`src/rtl/uart_rx_edge_filter.sv`:
```
// Multi-channel UART rx line conditioner.
// Synchronises, debounces and reports filtered edges per channel.
module uart_rx_edge_filter #(
    parameter int   N_CH        = 1,
    parameter int   SYNC_STAGES = 2,
    parameter int   DEBOUNCE    = 2,
    parameter logic RESET_LEVEL = 1'b1
) (
    input  logic              clk,
    input  logic              arst_n,
    input  logic              en,
    input  logic [N_CH-1:0]   rx,
    input  logic [2*N_CH-1:0] mode,
    input  logic [N_CH-1:0]   sticky_clr,
    output logic [N_CH-1:0]   rx_filt,
    output logic [N_CH-1:0]   rx_negedge_det,
    output logic [N_CH-1:0]   rx_posedge_det,
    output logic [N_CH-1:0]   edge_det,
    output logic [N_CH-1:0]   edge_sticky
);

    localparam int CW = (DEBOUNCE > 1) ? $clog2(DEBOUNCE) : 1;
    localparam logic [CW-1:0] CNT_MAX = CW'(DEBOUNCE - 1);

    genvar i;
    generate
        for (i = 0; i < N_CH; i++) begin : g_ch
            logic          s;
            logic [CW-1:0] cnt;
            logic          filt;
            logic          flip;
            logic          edge_hit;
            logic          fall_q;
            logic          rise_q;
            logic          edge_q;
            logic          sticky_q;

            if (SYNC_STAGES > 0) begin : g_sync
                logic [SYNC_STAGES-1:0] sync_q;

                always_ff @(posedge clk or negedge arst_n) begin
                    if (!arst_n) begin
                        sync_q <= {SYNC_STAGES{RESET_LEVEL}};
                    end else begin
                        sync_q[0] <= rx[i];
                        for (int k = 1; k < SYNC_STAGES; k++) begin
                            sync_q[k] <= sync_q[k-1];
                        end
                    end
                end

                assign s = sync_q[SYNC_STAGES-1];
            end else begin : g_bypass
                assign s = rx[i];
            end

            // flip is the single point where the filtered level changes
            assign flip     = en && (s != filt) && (cnt == CNT_MAX);
            assign edge_hit = flip && (s ? mode[2*i+1] : mode[2*i]);

            always_ff @(posedge clk or negedge arst_n) begin
                if (!arst_n) begin
                    cnt      <= '0;
                    filt     <= RESET_LEVEL;
                    fall_q   <= 1'b0;
                    rise_q   <= 1'b0;
                    edge_q   <= 1'b0;
                    sticky_q <= 1'b0;
                end else begin
                    fall_q <= flip && !s;
                    rise_q <= flip && s;
                    edge_q <= edge_hit;
                    if (edge_hit) begin
                        sticky_q <= 1'b1;
                    end else if (sticky_clr[i]) begin
                        sticky_q <= 1'b0;
                    end
                    if (!en || (s == filt)) begin
                        cnt <= '0;
                    end else if (flip) begin
                        filt <= s;
                        cnt  <= '0;
                    end else begin
                        cnt <= cnt + 1'b1;
                    end
                end
            end

            assign rx_filt[i]        = filt;
            assign rx_negedge_det[i] = fall_q;
            assign rx_posedge_det[i] = rise_q;
            assign edge_det[i]       = edge_q;
            assign edge_sticky[i]    = sticky_q;
        end
    endgenerate

endmodule
```
`config.mk`:
```
export PLATFORM = sky130hd
export DESIGN_NAME = uart_rx_edge_filter
export DESIGN_NICKNAME = d
export VERILOG_FILES = /design/src/rtl/uart_rx_edge_filter.sv
export SDC_FILE = /design/constraint.sdc
export NUM_CORES = 1
export LEC_CHECK = 0
export ABC_AREA = 1
export CORE_AREA = 2 2 39 41
export CTS_CLUSTER_DIAMETER = 60
export DETAILED_ROUTE_END_ITERATION = 10
export DIE_AREA = 0 0 41 43
export GPL_TIMING_DRIVEN = 0
export PLACE_DENSITY = 0.45
export SETUP_SLACK_MARGIN = 0.5
export SLEW_MARGIN = 20
export SYNTH_ARGS = -nofsm -noshare
export SYNTH_HDL_FRONTEND = slang
export SYNTH_SLANG_ARGS = --single-unit
```
`constraint.sdc`:
```
create_clock -name clk -period 1.2 [get_ports clk]
set_input_delay 0.24 -clock clk [delete_from_list [all_inputs] [get_ports clk]]
set_output_delay 0.24 -clock clk [all_outputs]
set_load 0.03 [all_outputs]
```
==> reports/qor.yml, run 1 <==
status: "finished clean"
drtPass1Iterations: 3
fin_crit_sh_pct: 97.07
comb_power_share_pct: 30.9
setup_tns_ps: 0
ctsHoldBuffers: 0
clockBufferDepth: 2
netlist_area_um2: 297.8
grt_max_degree: 9
wire_per_inst_um: 8.984
cts_tree: "yes"
total_power_mw: 0.8503
dieArea_mm2: 0.001763
wirelength_um: 557
slowest_delay_ps: 530
drv_slew: 0
yosys_warnings: 0
p_leak_nw: 0.2530
p_int_mw: 0.5822
rows: 14
cts_max_level: 1
worstPathRequired_ps: 960
cts_buffers: 3
dp_slack_ps: -262.0
start_util_pct: 21.52
die_h_um: 43
grt_pass1_wl_um: 938
rsz0062_at_grt: "true"
cp_top_family: "flip-flops"
worstSetupPathType: "reg -> out"
yosysSeqAreaShare_pct: 68.49
tightest_slew_ps: 372.1
port_buffers: 11
hold_ws_ps: 252.3
irDropWorstVdd_mv: 0.5984
pwr-share-seq_pct: 42.1
ys_ff_latch: 8
fmax_mhz: 858.5
r2r_start: "rx_filt"
critPathMaxFanout: 2
ioPinCount: 12
clk_latency_ps: 270
via_per_inst: 4.016
period_needed_ps: 1165
cp-end-kind: "output pin"
fp.coreArea_mm2: 0.001384
start_kind: "flop"
grt_overflow_total: 0
antennaDiodeCount: 0
r2r-end: "edge_sticky"
rrSetupSlack_ps: 140
pwr-share-clk_pct: 27.0
setup_viol: 0
cts.clk_slew.worst_paths_ps: 60
grt_pass1_vias: 244
antenna_found_initial: 0
worstPathArrival_ps: 920
route.vias.total: 249
grtUsageTotal_pct: 8.519
drive_gt1_share_pct: 45.65
cap_viol_max_count: 0
synth_fp_nets: 35
crit_path_top_delay_cell: "dfstp_2"
synthCells: 28
rr_worst_depth: 6
switching_power_mw: 0.2681
hold_path_class: "in -> async"
synth_area_per_cell_um2: 10.64
dp_hpwl_um: 419.9
clock_skew_ps: 11.92
cts_root_buf: "clkbuf_4"
crit_chain: "buf_6"
slew_headroom_pct: 75.12
p_sw_share_pct: 31.53
powerDensity_mw_per_mm2: 1738
yosysUniqueCellTypes: 11
critPathBufInv: 1
drtIter0Drc: 4
gp_congestion: 0.8186
final_core_util_pct: 35.35
n_fill_cell: 144
worst_slack_ps: 35.12
nets: 54
postRouteAntennaNets: 0
finalHoldViolCount: 0
cts_sinks: 8
final_cell_mix: "nand2_1 (6), clkdlybuf4s50_1 (6), inv_1 (5), buf_6 (5)"
area_growth_pct: 64.29
remaining_drc_errors: 0
fp.dieW_um: 41
## cells in the mapped netlist, drive strengths merged
cell   n  area [um^2]
nand2  7        26.28
dfrtp  5        125.1
inv    5        18.77
dfstp  3        78.83
nor2   3        16.26
nand3  2        15.01
a31oi  1        6.260
nand4  1        6.260
nor3   1        5.000
## what timing repair did
action / in CTS / in global routing
setup endpoints to repair: 11 / 11
setup buffers: 3 / 0
gates resized for setup: 35 / 1
## layout make-up
| type | instances | area [um^2] | share of cell area, % |
|---|---|---|---|
| well taps | 16 | 20.02 | 4.092 |
| clock buffers | 4 | 26.28 | 5.371 |
| flip-flops and latches | 8 | 207.7 | 42.46 |
| inverters | 5 | 18.77 | 3.836 |
| multi-input cells | 15 | 77.57 | 15.86 |
| repair buffers | 14 | 138.9 | 28.39 |
## logic make-up after synthesis
family                 Yosys count  share of synthesized area (%)
buffers and inverters            5                          6.303
AND/OR/NAND/NOR                 14                          23.11
flip-flops                       8                          68.49
AO/OA/AOI/OAI                    1                          2.102
## stage by stage
stage | instances | area [um^2]
after detailed placement | 55 | 431.7
after CTS | 62 | 486.7
after global routing | 62 | 489.2
after global placement | 55 | 431.7
final | 62 | 489.2
after floorplan | 28 | 301.5
## routing by layer
| metal | up-vias | routed length [um] | GRT usage, % |
|---|---|---|---|
| met4 | 0 | 16 | 8.000 |
| li1 | 123 | - | - |
| met2 | 10 | 277 | 12.19 |
| met3 | 2 | 39 | 3.141 |
| met5 | - | 0 | 0 |
| met1 | 114 | 224 | 8.970 |
## power by group through the flow
stage                     sequential [mW]  combinational, mW  clock [mW]
after CTS                           0.358              0.262       0.242
after floorplan                     0.426             0.0565           0
after global placement              0.371              0.200           0
final                               0.358              0.263       0.229
after global routing                0.362              0.283       0.252
after detailed placement            0.373              0.202           0
## flip-flops by register name (all words and copies together) (netlist names)
register and count:
rx_filt 1, g_ch.cnt 1, edge_det 1, g_ch.g_sync.sync_q 2, edge_sticky 1, rx_posedge_det 1
rx_negedge_det 1
## worst max path at each step
stage               startpoint     endpoint  slack, ps  cells past startpoint
global placement       rx_filt      rx_filt       -260                      1
global route           rx_filt      rx_filt         10                      1
finish                 rx_filt      rx_filt         40                      1
floorplan              rx_filt  edge_sticky        150                      5
CTS                    rx_filt      rx_filt         20                      1
detailed placement     rx_filt      rx_filt       -260                      1
Power figures use the tool's default switching activity.
==> run 2: changes to the inputs <==
- MAX_ROUTING_LAYER: default -> met4
==> results of run 2 <==
No change in the layout: final DEF, timing and power equal those of run 1.
Among the figures that moved: final weighted congestion in routability-driven placement 0.8186 -> 0.8309; overall routing resource usage 8.519% -> 8.732%
==> run 3: changes to the inputs <==
- CAP_MARGIN: default -> 20
- CTS_CLUSTER_DIAMETER: 60 -> 80
- GPL_ROUTABILITY_DRIVEN: default -> 0
==> results of run 3 <==
No change in the layout: final DEF, timing and power equal those of run 1.
Among the figures that moved: overall routing resource usage 8.519% -> 8.732%
==> edit: new RTL, settings of run 2 <==
Set the parameter `DEBOUNCE` to 4 (it was 2).
--- a/src/rtl/uart_rx_edge_filter.sv
+++ b/src/rtl/uart_rx_edge_filter.sv
@@ -4,5 +4,5 @@
     parameter int   N_CH        = 1,
     parameter int   SYNC_STAGES = 2,
-    parameter int   DEBOUNCE    = 2,
+    parameter int   DEBOUNCE    = 4,
     parameter logic RESET_LEVEL = 1'b1
 ) (
Formal check against the unedited RTL: not equivalent (a bounded check fails within 10 cycles, from zero or initial values and one cycle with arst_n low).
==> edit against run 2 <==
  * Setup slack better by 13 ps
  * Count of clock-buffer cells in the layout unchanged
  * Largest cell class unchanged
  * Via count up 12%
  * Wire length up 20%
  * Synthesized area up 22%
  * Critical path type unchanged
  * Sequential share of layout area up 0.50 points
  * Sequential cell count up 1
  * Fmax up 1.1%
  * Hold slack better by 27 ps
  * Design area up 11%
Power is not compared: it rests on default switching activity, and its combinational part moved more than twofold at a synthesized area within 25%.
==> edit: results (changes against run 2) <==
status:
  status: "finished, final reports clean"
cells_and_area:
  largestRegisters: "g_ch.cnt (2), g_ch.g_sync.sync_q (2)"
  fill_cells: 147  # +2.1%
  antenna_cells: 0  # unchanged
  drive_gt1_share_pct: 45.1  # -0.55 points
  nets: 60  # +11%
synthesis:
  synthTopCellsByCount: "nand2_1 (8), inv_1 (7), dfrtp_1 (6), dfstp_2 (3), nor2_1 (3)"
  synth-async-reset-ratio_pct: 100  # unchanged
  synth-seq-area-share_pct: 63.1  # -5.4 points
  synthAdderAreaFrac_pct: 3.45  # +3.4 points
  syn_nets: 43  # +23%
  synth_compound_area_share_pct: 1.72  # -0.38 points
  synth.area.top_cells: "dfrtp_1 (41%), dfstp_2 (22%), nand2_1 (8.3%)"
  synth_xor_area_share_pct: 0  # unchanged
  ys_types: 12  # +1
  ys_warn_count: 0  # unchanged
power_and_ir_drop:
  ir_worst_vdd_mv: 0.566
critical_path:
  cpLargestDelayFamily: "flip-flops"
  r2r_cells: 6  # unchanged
  reg2reg_from: "rx_filt"
  critPathMaxFanout: 2  # unchanged
  critPathMaxStageDelay_ps: 540
  r2r_end: "edge_sticky"
  worst-r2r-setup-slack_ps: 140  # about the same
  slowest_stage: "dfstp_2"
  critical_path_arrival_ps: 910
place:
  io_buffers: 11  # unchanged
  dpl_worst_slack_ps: -286  # -24.1 ps
  hpwlAfterDp_um: 547  # +30%
  gp_congestion: 0.660  # -21%
clock_tree:
  insertion_delay_ps: 250  # -20 ps
  numCtsBuffers: 3  # unchanged
  cts-htree-levels: 1  # unchanged
  clk_pin_slew_ps: 60  # about the same
  cts.path.max_buffers: 2  # unchanged
route:
  dr.first_iter.drc_count: 2  # -2
  dr.pass1.iters: 2  # -1
  met2_length_um: 373  # +35%
  met1_length_um: 248  # +11%
  top_layer: "met4"
  post_drt_wl_per_cell_um: 9.97  # +11%
  dr_wl_met3_um: 43  # +10%
  num_vias: 278  # +12%
global_routing:
  grt_antenna_before_repair: 0  # unchanged
  grt_pass1_wl_mm: 1.15  # +22%
  first_global_vias: 301  # +23%
  grt_max_degree: 10  # +1
  grt.total_usage_pct: 10.3  # +1.6 points
worst_hold_path:
  hold_class: "input pin to asynchronous set/reset pin"
timing:
  finClkSkew_ps: 0.648  # -11.3 ps
  worst_pin_slew_ps: 402  # +29.4 ps
## edit: kinds of logic after synthesis
logic type / after synthesis
flip-flops: 9
AND/OR/NAND/NOR: 17
buffers and inverters: 7
adder cells (fa/ha/maj): 1
AO/OA/AOI/OAI: 1
## edit: layer usage
layer | vias up | GRT usage, %
met4 | 0 | 8.00
met1 | 129 | 10.4
met3 | 2 | 3.14
li1 | 139 | -
met2 | 8 | 15.6
met5 | - | -
## edit: worst max-delay path by stage
stage	endpoint	start	slack, ps
floorplan	edge_sticky	rx_filt	150
global placement	rx_filt	rx_filt	-270
detailed placement	rx_filt	rx_filt	-290
CTS	rx_filt	rx_filt	40
global route	rx_filt	rx_filt	20
finish	rx_filt	rx_filt	50
## edit: metrics by stage
stage / std cells / util (%) / area, µm² / hold WS, ps
finish: 67 / 39.2 / 542 / 279
global route: 67 / 39.2 / 542 / 294
CTS: 67 / 39.2 / 542 / 282
detailed placement: 62 / 36.1 / 499 / 348
global placement: 62 / 36.1 / 499 / 348
floorplan: 35 / - / 369 / -55.6
## edit: where the power goes
part	leakage, nW	switching, mW	internal [mW]
clock network	0.0150	0.101	0.128
registers	0.109	0.0130	0.329
logic	0.155	0.0648	0.0601
total	0.279	0.179	0.517
## edit: cell type report
cell class	instances	area share, %
clock buffers	4	4.85
flip-flops and latches	9	43.0
inverters	7	4.85
multi-input cells	19	20.8
well taps	16	3.70
repair buffers	12	22.9
## edit: what timing repair did
item | 4_1_cts | 5_1_grt
gates resized for setup | 36 | 2
endpoints found under the setup margin | 12 | 12
setup buffers | 1 | 0
## edit: worst reg2reg max path, delay by kind of cell (launching register included)
kind,cells,cell delay [ps]
buffers and inverters,1,130
flip-flops,1,540
AND/OR/NAND/NOR,5,290
